`config.mk`:
```
export PLATFORM = sky130hd
export DESIGN_NAME = display_mux_7seg
export DESIGN_NICKNAME = d
export VERILOG_FILES = /design/src/rtl/disp_pkg.sv /design/src/rtl/decod_simbolo_7seg.sv /design/src/rtl/display_mux_7seg.sv
export SDC_FILE = /design/constraint.sdc
export NUM_CORES = 1
export LEC_CHECK = 0
export CAP_MARGIN = 20
export CORE_UTILIZATION = 57
export DETAILED_ROUTE_END_ITERATION = 8
export PLACE_DENSITY = 0.8
export SLEW_MARGIN = 0
export SYNTH_ARGS = -nofsm -noshare
export SYNTH_HDL_FRONTEND = slang
export SYNTH_SLANG_ARGS = --single-unit
```
`constraint.sdc`:
```
create_clock -name clk -period 3.2 [get_ports clk]
set_input_delay 0.32 -clock clk [delete_from_list [all_inputs] [get_ports clk]]
set_output_delay 0.32 -clock clk [all_outputs]
set_load 0.005 [all_outputs]
```
`src/rtl/disp_pkg.sv`:
```
`default_nettype none
// ============================================================================
//  Module      : disp_pkg
//  Description : Shared definitions for the multiplexed 7-segment display
//                driver: symbol codes, active-high segment patterns (abcdefg,
//                bit 0 = segment a) and the stored digit record.
//  Revision    : 1.0 - initial release
// ============================================================================
package disp_pkg;

    // Number of segments driven per digit (a..g, no decimal point)
    localparam int SEG_W = 7;

    // Symbol codes above the hex range (0x00-0x0F are hex digits)
    localparam logic [4:0] SIM_BLANK = 5'h10;
    localparam logic [4:0] SIM_TRACO = 5'h11;  // '-'
    localparam logic [4:0] SIM_H     = 5'h12;
    localparam logic [4:0] SIM_L     = 5'h13;
    localparam logic [4:0] SIM_P     = 5'h14;
    localparam logic [4:0] SIM_U     = 5'h15;
    localparam logic [4:0] SIM_R     = 5'h16;  // 'r'
    localparam logic [4:0] SIM_N     = 5'h17;  // 'n'
    localparam logic [4:0] SIM_O     = 5'h18;  // 'o'
    localparam logic [4:0] SIM_Y     = 5'h19;  // 'y'
    localparam logic [4:0] SIM_J     = 5'h1A;
    localparam logic [4:0] SIM_SUB   = 5'h1B;  // '_'

    // Active-high segment patterns, written abcdefg left to right
    localparam logic [0:SEG_W-1] SEG_0     = 7'b1111110;
    localparam logic [0:SEG_W-1] SEG_1     = 7'b0110000;
    localparam logic [0:SEG_W-1] SEG_2     = 7'b1101101;
    localparam logic [0:SEG_W-1] SEG_3     = 7'b1111001;
    localparam logic [0:SEG_W-1] SEG_4     = 7'b0110011;
    localparam logic [0:SEG_W-1] SEG_5     = 7'b1011011;
    localparam logic [0:SEG_W-1] SEG_6     = 7'b1011111;
    localparam logic [0:SEG_W-1] SEG_7     = 7'b1110000;
    localparam logic [0:SEG_W-1] SEG_8     = 7'b1111111;
    localparam logic [0:SEG_W-1] SEG_9     = 7'b1111011;
    localparam logic [0:SEG_W-1] SEG_A     = 7'b1110111;
    localparam logic [0:SEG_W-1] SEG_B     = 7'b0011111;
    localparam logic [0:SEG_W-1] SEG_C     = 7'b1001110;
    localparam logic [0:SEG_W-1] SEG_D     = 7'b0111101;
    localparam logic [0:SEG_W-1] SEG_E     = 7'b1001111;
    localparam logic [0:SEG_W-1] SEG_F     = 7'b1000111;
    localparam logic [0:SEG_W-1] SEG_TRACO = 7'b0000001;
    localparam logic [0:SEG_W-1] SEG_H     = 7'b0110111;
    localparam logic [0:SEG_W-1] SEG_L     = 7'b0001110;
    localparam logic [0:SEG_W-1] SEG_P     = 7'b1100111;
    localparam logic [0:SEG_W-1] SEG_U     = 7'b0111110;
    localparam logic [0:SEG_W-1] SEG_R     = 7'b0000101;
    localparam logic [0:SEG_W-1] SEG_N     = 7'b0010101;
    localparam logic [0:SEG_W-1] SEG_O     = 7'b0011101;
    localparam logic [0:SEG_W-1] SEG_Y     = 7'b0111011;
    localparam logic [0:SEG_W-1] SEG_J     = 7'b0111000;
    localparam logic [0:SEG_W-1] SEG_SUB   = 7'b0001000;
    localparam logic [0:SEG_W-1] SEG_BLANK = 7'b0000000;

    // One stored digit: blink flag plus symbol code
    typedef struct packed {
        logic       blink;
        logic [4:0] code;
    } digito_t;

    // Content of every digit slot after reset
    localparam digito_t DIG_RESET = '{blink: 1'b0, code: SIM_BLANK};

endpackage
`default_nettype wire

```
`src/rtl/decod_simbolo_7seg.sv`:
```
`default_nettype none
// ============================================================================
//  Module      : decod_simbolo_7seg
//  Description : Pure combinational 5-bit symbol code to 7-segment map.
//                Output is active-high, bit 0 = segment a, bit 6 = segment g.
//                Codes outside the defined set produce a blank digit.
//  Revision    : 1.0 - initial release
// ============================================================================
module decod_simbolo_7seg
    import disp_pkg::*;
(
    input  logic [4:0]       i_simbolo,
    output logic [0:SEG_W-1] o_segs
);

    // Symbol lookup; anything unlisted renders as blank
    always_comb begin
        o_segs = SEG_BLANK;
        case (i_simbolo)
            5'h00:     o_segs = SEG_0;
            5'h01:     o_segs = SEG_1;
            5'h02:     o_segs = SEG_2;
            5'h03:     o_segs = SEG_3;
            5'h04:     o_segs = SEG_4;
            5'h05:     o_segs = SEG_5;
            5'h06:     o_segs = SEG_6;
            5'h07:     o_segs = SEG_7;
            5'h08:     o_segs = SEG_8;
            5'h09:     o_segs = SEG_9;
            5'h0A:     o_segs = SEG_A;
            5'h0B:     o_segs = SEG_B;
            5'h0C:     o_segs = SEG_C;
            5'h0D:     o_segs = SEG_D;
            5'h0E:     o_segs = SEG_E;
            5'h0F:     o_segs = SEG_F;
            SIM_BLANK: o_segs = SEG_BLANK;
            SIM_TRACO: o_segs = SEG_TRACO;
            SIM_H:     o_segs = SEG_H;
            SIM_L:     o_segs = SEG_L;
            SIM_P:     o_segs = SEG_P;
            SIM_U:     o_segs = SEG_U;
            SIM_R:     o_segs = SEG_R;
            SIM_N:     o_segs = SEG_N;
            SIM_O:     o_segs = SEG_O;
            SIM_Y:     o_segs = SEG_Y;
            SIM_J:     o_segs = SEG_J;
            SIM_SUB:   o_segs = SEG_SUB;
            default:   o_segs = SEG_BLANK;
        endcase
    end

endmodule
`default_nettype wire

```
`src/rtl/display_mux_7seg.sv`:
```
`default_nettype none
// ============================================================================
//  Module      : display_mux_7seg
//  Description : N-digit time-multiplexed 7-segment driver with a
//                double-buffered digit bank. Control logic writes the shadow
//                bank; a commit request copies it to the display bank at the
//                next full-frame boundary so a frame never shows a mix of old
//                and new content. Digits flagged for blinking are blanked
//                during the odd blink phase while their enable stays on.
//  Revision    : 1.0 - initial release
// ============================================================================
module display_mux_7seg
    import disp_pkg::*;
#(
    parameter int N_DIG           = 4,
    parameter int PRESC           = 1000,
    parameter int BLINK_FRAMES    = 64,
    parameter int SEG_ATIVO_BAIXO = 0,
    parameter int AN_ATIVO_BAIXO  = 0
) (
    input  logic                     clk,
    input  logic                     rst_n,
    input  logic                     wr_en,
    input  logic [$clog2(N_DIG)-1:0] wr_addr,
    input  logic [4:0]               wr_data,
    input  logic                     wr_blink,
    input  logic                     atualiza,
    output logic                     pendente,
    output logic [0:SEG_W-1]         saida,
    output logic [N_DIG-1:0]         an
);

    // ------------------------------------------------------------------
    // Counter widths and terminal values
    // ------------------------------------------------------------------
    localparam int c_IDX_W   = $clog2(N_DIG);
    localparam int c_PRESC_W = $clog2(PRESC);
    // A single-frame blink period still needs a 1-bit counter to exist
    localparam int c_FRM_W   = (BLINK_FRAMES > 1) ? $clog2(BLINK_FRAMES) : 1;

    localparam logic [c_IDX_W-1:0]   c_IDX_MAX   = c_IDX_W'(N_DIG - 1);
    localparam logic [c_PRESC_W-1:0] c_PRESC_MAX = c_PRESC_W'(PRESC - 1);
    localparam logic [c_FRM_W-1:0]   c_FRM_MAX   = c_FRM_W'(BLINK_FRAMES - 1);

    // "Off" level of each output bus; XOR with it converts active-high
    // internal values to the board polarity
    localparam logic [0:SEG_W-1] c_SEG_OFF =
        (SEG_ATIVO_BAIXO != 0) ? {SEG_W{1'b1}} : {SEG_W{1'b0}};
    localparam logic [N_DIG-1:0] c_AN_OFF =
        (AN_ATIVO_BAIXO != 0) ? {N_DIG{1'b1}} : {N_DIG{1'b0}};
    localparam logic [N_DIG-1:0] c_AN_ONE = N_DIG'(1);

    // ------------------------------------------------------------------
    // Declarations
    // ------------------------------------------------------------------
    logic [c_PRESC_W-1:0] r_presc;
    logic [c_IDX_W-1:0]   r_idx;
    logic [c_FRM_W-1:0]   r_frm;
    logic                 r_phase;
    logic                 r_pend;
    logic [0:SEG_W-1]     r_saida;
    logic [N_DIG-1:0]     r_an;

    logic                 w_tick;
    logic                 w_last;
    logic                 w_frame;
    logic                 w_commit;
    digito_t              w_wr_dig;
    digito_t              w_disp [N_DIG];
    digito_t              w_cur;
    logic [4:0]           w_sym;
    logic [0:SEG_W-1]     w_segs;

    // ------------------------------------------------------------------
    // Scan timing
    // ------------------------------------------------------------------
    assign w_tick   = (r_presc == c_PRESC_MAX);
    assign w_last   = (r_idx == c_IDX_MAX);
    assign w_frame  = w_tick & w_last;
    // A request raised in the boundary cycle itself is honoured right away
    assign w_commit = w_frame & (r_pend | atualiza);

    // Slot prescaler: counts clocks within one digit slot
    always_ff @(posedge clk or negedge rst_n) begin
        if (!rst_n) begin
            r_presc <= '0;
        end else if (w_tick) begin
            r_presc <= '0;
        end else begin
            r_presc <= r_presc + 1'b1;
        end
    end

    // Digit index: advances once per slot, wraps after the leftmost digit
    always_ff @(posedge clk or negedge rst_n) begin
        if (!rst_n) begin
            r_idx <= '0;
        end else if (w_tick) begin
            if (w_last) begin
                r_idx <= '0;
            end else begin
                r_idx <= r_idx + 1'b1;
            end
        end
    end

    // Frame counter and blink phase: phase flips every BLINK_FRAMES frames
    always_ff @(posedge clk or negedge rst_n) begin
        if (!rst_n) begin
            r_frm   <= '0;
            r_phase <= 1'b0;
        end else if (w_frame) begin
            if (r_frm == c_FRM_MAX) begin
                r_frm   <= '0;
                r_phase <= ~r_phase;
            end else begin
                r_frm <= r_frm + 1'b1;
            end
        end
    end

    // Commit request flag: held until the next frame boundary consumes it
    always_ff @(posedge clk or negedge rst_n) begin
        if (!rst_n) begin
            r_pend <= 1'b0;
        end else if (w_frame) begin
            r_pend <= 1'b0;
        end else if (atualiza) begin
            r_pend <= 1'b1;
        end
    end

    // ------------------------------------------------------------------
    // Double-buffered digit bank, one shadow/display pair per digit.
    // Address decoding per digit means out-of-range addresses match no
    // slot and are dropped without side effects.
    // ------------------------------------------------------------------
    assign w_wr_dig = '{blink: wr_blink, code: wr_data};

    for (genvar gi = 0; gi < N_DIG; gi++) begin : g_dig
        localparam logic [c_IDX_W-1:0] c_MY_ADDR = c_IDX_W'(gi);

        digito_t r_shadow;
        digito_t r_disp;

        // Shadow slot: written by the control-side port
        always_ff @(posedge clk or negedge rst_n) begin
            if (!rst_n) begin
                r_shadow <= DIG_RESET;
            end else if (wr_en && (wr_addr == c_MY_ADDR)) begin
                r_shadow <= w_wr_dig;
            end
        end

        // Display slot: takes the pre-edge shadow value on commit, so a
        // write in the same cycle lands only in the shadow bank
        always_ff @(posedge clk or negedge rst_n) begin
            if (!rst_n) begin
                r_disp <= DIG_RESET;
            end else if (w_commit) begin
                r_disp <= r_shadow;
            end
        end

        assign w_disp[gi] = r_disp;
    end

    // ------------------------------------------------------------------
    // Output path
    // ------------------------------------------------------------------
    assign w_cur = w_disp[r_idx];
    // Blinking digits are blanked by substituting the blank symbol
    assign w_sym = (r_phase && w_cur.blink) ? SIM_BLANK : w_cur.code;

    decod_simbolo_7seg u_decod (
        .i_simbolo (w_sym),
        .o_segs    (w_segs)
    );

    // Registered pins: one clock behind the index/content that drive them
    always_ff @(posedge clk or negedge rst_n) begin
        if (!rst_n) begin
            r_saida <= c_SEG_OFF;
            r_an    <= c_AN_OFF;
        end else begin
            r_saida <= w_segs ^ c_SEG_OFF;
            r_an    <= (c_AN_ONE << r_idx) ^ c_AN_OFF;
        end
    end

    assign pendente = r_pend;
    assign saida    = r_saida;
    assign an       = r_an;

endmodule
`default_nettype wire
```
==> results.toml <==
[status]
status = "finished, final reports clean"

[timing]
fin_setup_tns_ns = 0
period_minus_slack_ns = 2.74
fin_crit_sh_pct = 85.7
timing.final.max_slew_violations = 0
setup_viol = 0
rsz0062_at_grt = "no"
hold_violations = 0
fin_skew_ns = 0.00976
max_freq_mhz = 365
max_slew_margin_pct = 61.8
max_slew.worst_pin.slew_ns = 0.556

[global_route]
gr-total-overflow = 0
grtUsageTotal_pct = 22.5
antenna_found_initial = 0
grt_pass1_wl_um = 11200
grt_pass1_vias = 2306
grt_max_degree = 80

[power_and_ir_drop]
peakVddDrop_uv = 386
p_seq_share_pct = 52.3
power.leakage_uw = 0.00189
power.share.switching_pct = 20.4
p_int_uw = 1660
clockPowerShare_pct = 42.6
p_sw_uw = 426
p_total_uw = 2090
p_per_area_nw_per_um2 = 486
pwr-share-comb_pct = 5.1

[setup_path]
r2r_start = "r_idx[0]"
crit_arrival_ns = 2.94
cp-start-kind = "register"
r2r_slack_ns = 0.46
rr_worst_depth = 9
reg2reg_to = "saida[3]"
crit_path_end_kind = "register"
required_ns = 3.40
critical_path_class = "register to register"
crit_fanout = 10

[floorplan]
core-area_um2 = 6310
die-area_um2 = 6840
start_util_pct = 58.8
die_w_um = 82.7
std_cell_rows = 29
dieHeight_um = 82.7
io_pins = 24

[logic_synthesis]
synthArstFlopShare_pct = 100
synth-seq-cells = 79
synth_top_area_cell = "dfrtp_1"
synth-edff-count = 0
synth.most_common_cell = "dfrtp_1"
synth_ff_type = "dfrtp_1"
syn-num-nets = 329
syn_area_um2 = 3710
syn_inst = 301
syn_area_per_cell_um2 = 12.3
yosysWarnings = 0
synth.area.top_cells = "dfrtp_1 48%, mux2_2 15%, dfstp_2 5.7%"
ys_seq_area_share_pct = 53.5
netlist.area_leader.share_pct = 47.8
yosysUniqueCellTypes = 45
synth_common_cells = "71 x dfrtp_1, 50 x mux2_2, 27 x nand2_1"

[finish]
nFillCells = 459
nets = 360
area_delta_synth_final_pct = 15.6
layout-drive-gt1-share_pct = 24.7
final_area_um2 = 4290
antenna-diode-count = 0
multi_input_area_um2 = 1640
stdcell_count = 413
register_area_um2 = 1990

[drt]
drt-total-wl_um = 6660
first_iter_violations = 154
drc = 0
vias = 2421
via_per_inst = 5.86
first_pass_iters = 4
wl_per_cell_um = 16.1
antenna_left = 0

[run]
max_cap_violations = 0

[clock_tree]
post-cts-setup-buffers = 0
cts.sink_count = 79
htree_levels = 3
clock_path_buffers = 2
postCtsHoldBufs = 0
clock_latency_ns = 0.35
cts_root_buf = "clkbuf_8"
clk_pin_slew_ns = 0.08
post_cts_resize_count = 0
numCtsBuffers = 9
tritoncts = "built"

[place]
dp_hpwl_um = 4640
gp_congestion = 0.927
portBuffers = 23
dp_cells = 396
place_area_um2 = 4010

[worst_hold_path]
hp-class = "primary input to asynchronous set/reset pin"
[critical path: stages, from the launching register on]
cell and delay, ns:
dfrtp_1 0.62, mux4_1 0.63, nand2_1 0.18, nand2_1 0.22, inv_1 0.19, ha_1 0.24, mux2_2 0.17, nand2_1 0.05
o2111ai_1 0.13, o311ai_0 0.16
[routing by layer]
layer | part of all wire, % | vias up | track usage [%]
li1 | - | 1138 | -
met1 | 46 | 1205 | 32.8
met2 | 48 | 65 | 32.8
met3 | 4.0 | 13 | 3.74
met4 | 1.8 | 0 | 10.3
met5 | 0 | - | 0
[cells in the final DEF, fill, tap and decap left out, types with 3 or more instances in the layout]
cell type / instances
clkdlybuf4s50_1: 22
mux4_1: 3
xor2_1: 3
nand2_1: 27
dfrtp_1: 71
nor3_1: 4
nor2b_1: 4
mux2_2: 50
and3_1: 3
buf_4: 5
o31ai_1: 3
ha_1: 16
mux2i_1: 3
clkbuf_8: 10
o21ai_0: 14
a21oi_1: 9
nand3_1: 7
nor2_1: 20
inv_1: 9
xnor2_1: 6
and2_1: 4
dfstp_2: 8
bufinv_16: 3
[cell families after synthesis]
| logic type | after synthesis | synth area share [%] |
|---|---|---|
| flip-flops | 79 | 53.5 |
| AND/OR/NAND/NOR | 77 | 9.67 |
| multiplexers | 59 | 19.7 |
| AO/OA/AOI/OAI | 43 | 7.17 |
| buffers and inverters | 18 | 2.46 |
| adder cells (fa/ha/maj) | 16 | 5.39 |
| XOR/XNOR | 9 | 2.12 |
[state kept, by name (all words and copies together), names as in the netlist]
signal / cells
r_frm: 6
g_dig.r_shadow: 24
an: 4
g_dig.r_disp: 24
saida: 7
pendente: 1
r_presc: 10
r_idx: 2
r_phase: 1
[power groups by stage]
stage | registers, uW | logic (uW) | clock network [uW]
after floorplan | 1100 | 58.5 | 0
after global routing | 1100 | 119 | 946
after CTS | 1090 | 104 | 908
after detailed placement | 1110 | 104 | 0
final | 1090 | 107 | 889
after global placement | 1110 | 99.4 | 0
[through the flow]
step	util (%)	setup WS (ns)	hold slack, ns
after floorplan	-	0.818	0.0244
after global placement	63.5	0.546	0.463
after detailed placement	63.5	0.475	0.476
after CTS	67.4	0.439	0.148
after global routing	68.0	0.205	0.309
final	68.0	0.458	0.299
[how the worst max path moves through the flow]
stage	end	start	cells past startpoint	slack [ns]
global placement	saida[5]	r_idx[0]	8	0.55
CTS	saida[5]	r_idx[0]	8	0.44
global route	saida[5]	r_idx[0]	8	0.21
detailed placement	saida[5]	r_idx[0]	8	0.48
floorplan	saida[5]	r_idx[0]	9	0.82
finish	saida[3]	r_idx[0]	9	0.46
[final cells by class]
class,count,area share (%)
clock inverters,5,2.48
inverters,9,0.787
clock buffers,10,3.21
well taps,77,2.24
multi-input cells,204,38.1
flip-flops and latches,79,46.3
repair buffers,29,6.88
Note: power is estimated with default switching activity, not from simulation.
